**src/rtl/ff_bank_load_arbiter.sv**
```systemverilog
// Round-robin load controller for a shared enable register: picks one requester,
// loads its word, pulses its grant, then holds the value for HOLD_CYC cycles.
module ff_bank_load_arbiter #(
  parameter int N_REQ    = 4,
  parameter int WIDTH    = 8,
  parameter int HOLD_CYC = 2,
  parameter int OWNER_W  = (N_REQ > 1) ? $clog2(N_REQ) : 1
) (
  input  logic                   clk,
  input  logic                   reset_ah_in,
  input  logic [N_REQ-1:0]       req_in,
  input  logic [N_REQ*WIDTH-1:0] data_in,
  input  logic                   clr_in,
  input  logic                   set_in,
  output logic [WIDTH-1:0]       q_out,
  output logic                   valid_out,
  output logic [N_REQ-1:0]       grant_out,
  output logic [OWNER_W-1:0]     owner_out,
  output logic                   busy_out
);

  localparam int CNT_W = (HOLD_CYC > 1) ? $clog2(HOLD_CYC) : 1;

  typedef enum logic {IDLE = 1'b0, HOLD = 1'b1} state_t;

  state_t             state_q, state_d;
  logic [OWNER_W-1:0] ptr_q, ptr_d;
  logic [CNT_W-1:0]   cnt_q, cnt_d;
  logic [WIDTH-1:0]   q_q, q_d;
  logic               valid_q, valid_d;
  logic [N_REQ-1:0]   grant_q, grant_d;
  logic [OWNER_W-1:0] owner_q, owner_d;

  logic               win_found;
  logic [OWNER_W-1:0] win_idx;
  logic [N_REQ-1:0]   win_onehot;
  logic [WIDTH-1:0]   win_data;
  logic [WIDTH-1:0]   data_word [N_REQ];

  genvar gi;
  generate
    for (gi = 0; gi < N_REQ; gi++) begin : g_req
      assign data_word[gi]  = data_in[gi*WIDTH +: WIDTH];
      assign win_onehot[gi] = win_found && (win_idx == OWNER_W'(gi));
    end
  endgenerate

  assign win_data = data_word[win_idx];

  // First asserted request at or after ptr, wrapping past the top index.
  always_comb begin : search
    logic [OWNER_W-1:0] idx;
    win_found = 1'b0;
    win_idx   = '0;
    idx       = '0;
    for (int off = 0; off < N_REQ; off++) begin
      idx = OWNER_W'((int'(ptr_q) + off) % N_REQ);
      if (!win_found && req_in[idx]) begin
        win_found = 1'b1;
        win_idx   = idx;
      end
    end
  end

  always_comb begin
    state_d = state_q;
    ptr_d   = ptr_q;
    cnt_d   = cnt_q;
    q_d     = q_q;
    valid_d = valid_q;
    grant_d = '0;
    owner_d = owner_q;

    if (clr_in) begin
      q_d     = '0;
      valid_d = 1'b0;
      state_d = IDLE;
      cnt_d   = '0;
    end else if (set_in) begin
      q_d     = '1;
      valid_d = 1'b1;
      state_d = IDLE;
      cnt_d   = '0;
    end else begin
      case (state_q)
        IDLE: begin
          if (win_found) begin
            q_d     = win_data;
            grant_d = win_onehot;
            owner_d = win_idx;
            valid_d = 1'b1;
            ptr_d   = (win_idx == OWNER_W'(N_REQ - 1)) ? '0 : win_idx + OWNER_W'(1);
            state_d = HOLD;
            cnt_d   = CNT_W'(HOLD_CYC - 1);
          end
        end
        HOLD: begin
          if (cnt_q == '0) begin
            state_d = IDLE;
          end else begin
            cnt_d = cnt_q - CNT_W'(1);
          end
        end
        default: state_d = IDLE;
      endcase
    end
  end

  always_ff @(posedge clk or posedge reset_ah_in) begin
    if (reset_ah_in) begin
      state_q <= IDLE;
      ptr_q   <= '0;
      cnt_q   <= '0;
      q_q     <= '0;
      valid_q <= 1'b0;
      grant_q <= '0;
      owner_q <= '0;
    end else begin
      state_q <= state_d;
      ptr_q   <= ptr_d;
      cnt_q   <= cnt_d;
      q_q     <= q_d;
      valid_q <= valid_d;
      grant_q <= grant_d;
      owner_q <= owner_d;
    end
  end

  assign q_out     = q_q;
  assign valid_out = valid_q;
  assign grant_out = grant_q;
  assign owner_out = owner_q;
  assign busy_out  = (state_q == HOLD);

endmodule

```
**config.mk**
```make
export PLATFORM = sky130hd
export DESIGN_NAME = ff_bank_load_arbiter
export DESIGN_NICKNAME = d
export VERILOG_FILES = /design/src/rtl/ff_bank_load_arbiter.sv
export SDC_FILE = /design/constraint.sdc
export NUM_CORES = 1
export LEC_CHECK = 0
export ABC_CLOCK_PERIOD_IN_PS = 2600
export BUFFER_PORTS_ARGS = -buffer_cell sky130_fd_sc_hd__buf_4
export CORE_MARGIN = 5
export CORE_UTILIZATION = 46
export DETAILED_ROUTE_END_ITERATION = 12
export PLACE_DENSITY = 0.89
export SETUP_SLACK_MARGIN = 0.1
export SYNTH_ARGS = -nofsm -noshare
export SYNTH_HDL_FRONTEND = slang
export SYNTH_SLANG_ARGS = --single-unit
```
**constraint.sdc**
```tcl
create_clock -name clk -period 2.6 [get_ports clk]
set_input_delay 0.13 -clock clk [delete_from_list [all_inputs] [get_ports clk]]
set_output_delay 0.13 -clock clk [all_outputs]
set_load 0.01 [all_outputs]
```
==> flow_summary_export.csv <==
group,metric,value,unit
status,status,"completed",
worst_setup_path,r2r-end,"ptr_q[1]",
clock_tree,path_clk_slew,0.11,ns
placed_design,place.gp.congestion,0.868,
worst_setup_path,critPathKind,"flip-flop to flip-flop",
final_layout,fin_area,1640,sq um
clock_tree,cts_tree,"yes",
clock_tree,clockBufferDepth,2,
floorplan,pin_count,56,
floorplan,coreArea,2480,sq um
timing,max_freq,0.486,GHz
placed_design,dp.cells,206,
timing,fin_tns_setup,0,ns
worst_setup_path,startpoint_type,"flip-flop",
placed_design,io_buffers,55,
final_layout,area.growth.synth_to_final,37.4,%
detailed_routing,detail-route-antenna-nets,0,
worst_setup_path,cp_max_fo,11,
yosys,ys.flop_type,"dfrtp_1",
yosys,syn_area_per_cell,9.47,sq um
placed_design,post_dp_cell_area,1600,sq um
pwr,static-leakage-power,0.000828,uW
floorplan,die_w,60.9,um
detailed_routing,first_pass_iters,4,
timing,drv_slew,0,
clock_tree,cts_buffers,3,
final_layout,final_cell_mix,"55 x buf_4, 19 x dfrtp_1, 11 x mux2i_1, 11 x inv_1, 11 x o21ai_0",
timing,rsz0062_at_grt,"false",
worst_setup_path,worst_path_max_delay_cell,"dfrtp_1",
clock_tree,cts_resized,0,
final_layout,drive_above_1_share,0.376,
clock_tree,numClockSinks,19,
yosys,synth-edff-count,0,
detailed_routing,drc,0,
pwr,vdd.ir_drop.worst,0.000374,V
clock_tree,root_buffer,"clkbuf_4",
worst_setup_path,ff2ff_path_depth,6,
final_layout,layout_commonest_cell,"buf_4",
global_route,grt_pass1_vias,1198,
timing,finalHoldViolCount,0,
global_route,grt_pass1_wl,5.40,mm
yosys,synthesis.area,1190,sq um
timing,worst_pin_slew,0.723,ns
worst_setup_path,arrival,2.25,ns
pwr,power_density,651,nW/um^2
timing,slew_headroom,0.518,
worst_setup_path,cpMostUsedCell,"nand2_1",
timing,finalCritPeriodShare,0.791,
yosys,synth_nets,167,
floorplan,die_area,3710,sq um
detailed_routing,vias,1221,
worst_setup_path,ff2ff_setup_slack,0.54,ns
floorplan,start_util,0.482,
floorplan,num_rows,18,
global_route,antenna_found_initial,0,
yosys,async_flop_share,1.00,
pwr,fin_total_pwr,1070,uW
detailed_routing,via_per_inst,5.79,
yosys,synthDistinctLibCells,35,
final_layout,diodes,0,
yosys,yosysWarnings,0,
final_layout,fin_cells,211,
global_route,grt_max_degree,20,
timing,final.min_clock_period,2.06,ns
worst_setup_path,cp_slowest_stage_delay,0.51,ns
global_route,grtUsageTotal,0.194,
detailed_routing,wl,3.28,mm
global_route,grt_overflow_total,0,
yosys,synth_seq_cells,19,
flow_run,maxCapViolations,0,
final_layout,nets,223,
worst_setup_path,startpoint,"ptr_q[1]",
detailed_routing,drtIter0Drc,28,
timing,finalSetupViolCount,0,
worst_setup_path,path_cells,"nand2_1 -> a211o_1 -> nand2_1 -> inv_2 -> ha_1 -> mux2_1",
clock_tree,ctsHtreeMaxLevel,1,
yosys,synthCells,126,
detailed_routing,wl_per_cell,15.6,um
worst_hold_path,holdPathStages,2,
placed_design,dpl.hpwl,2.60,mm
worst_setup_path,cp_data_required_time,2.79,ns
yosys,synth_seq_area_share,0.398,
worst_setup_path,reg2reg_from,"ptr_q[1]",
worst_hold_path,hold_class,"primary input to flip-flop",
worst_setup_path,endpoint,"ptr_q[1]",
floorplan,die_y,60.9,um
timing,skew,0.00110,ns
clock_tree,clkLatencyLatePin,0.30,ns
worst_setup_path,cp-end-kind,"flip-flop",
==> power breakdown <==
group          total (uW)  internal, uW  leakage (uW)  switching (uW)
combinational         499           244      0.000569             256
clock                 153          57.3     0.0000177            96.1
sequential            415           355      0.000241            60.3
==> metrics by stage <==
stage	worst slack [ns]	util	hold WS, ns
3_5_place_dp	0.578	0.647	0.288
5_1_grt	0.399	0.662	0.00412
6_report	0.544	0.662	0.0335
4_1_cts	0.561	0.662	0.0241
2_1_floorplan	0.779	-	0.0811
3_3_place_gp	0.678	0.647	0.274
==> worst min path at each step <==
stage | end | from | slack [ns]
2_1_floorplan | busy_out | reset_ah_in | 0.08
3_3_place_gp | q_out[1] | reset_ah_in | 0.27
3_5_place_dp | q_out[3] | reset_ah_in | 0.29
4_1_cts | busy_out | clr_in | 0.02
5_1_grt | busy_out | clr_in | 0.004
6_report | busy_out | clr_in | 0.03
==> what timing repair did <==
item	4_1_cts	5_1_grt
endpoints found under the hold margin	19	0
setup buffers	0	0
hold buffers	1	0
==> logic make-up (layout without fill, tap and decap cells) <==
family                     count (synthesis)  count (layout)  share of synthesized area
AOI/OAI and AO/OA                         46              46                      0.269
adders and majority gates                  1               1                     0.0105
buffers and inverters                     17              72                     0.0723
DFF                                       19              19                      0.398
muxes                                     14              14                      0.121
and+or+nand+nor                           29              29                      0.129
==> cell usage after synthesis (all sizes together) (2+ instances only) <==
master,n,area (sq um)
buf,3,33.8
inv,12,45.0
o221ai,2,23.8
a21o,4,30.0
o21ai,13,65.1
a211oi,7,52.6
o211ai,4,30.0
nor2,6,22.5
nor3,2,10.0
dfrtp,19,475
nor2b,3,18.8
nor4,5,37.5
nand2,9,33.8
mux2,3,33.8
mux2i,11,110
a21oi,6,37.5
clkbuf,2,7.51
a21boi,5,37.5
==> area by class of cell <==
class	count	area, sq um
Fill cell	199	837
Multi-Input combinational cell	90	632
Sequential cell	19	475
Timing Repair Buffer	56	423
Inverter	12	45.0
Tap cell	30	37.5
Clock buffer	3	22.5
Clock inverter	1	5.00
==> per-layer routing <==
layer	routed length [um]	track usage	share of wire	up-vias
li1	-	-	-	574
met3	323	0.0447	0.098	13
met4	70	0.0805	0.021	0
met5	0	0	0	-
met2	1560	0.319	0.48	74
met1	1330	0.244	0.40	560
==> critical path: cells and delay by family, from the launching register on <==
family                     cells  cell delay (ns)
DFF                            1             0.51
AOI/OAI and AO/OA              1             0.35
and+or+nand+nor                2             0.33
adders and majority gates      1             0.31
muxes                          1             0.28
buffers and inverters          1             0.17
==> sequential cells by signal (all words and copies together), names as in the netlist <==
signal and flops:
busy_out 1, cnt_q 1, grant_out 4, owner_out 2, ptr_q 2, q_out 8, valid_out 1
(Power assumes the default switching activity.)
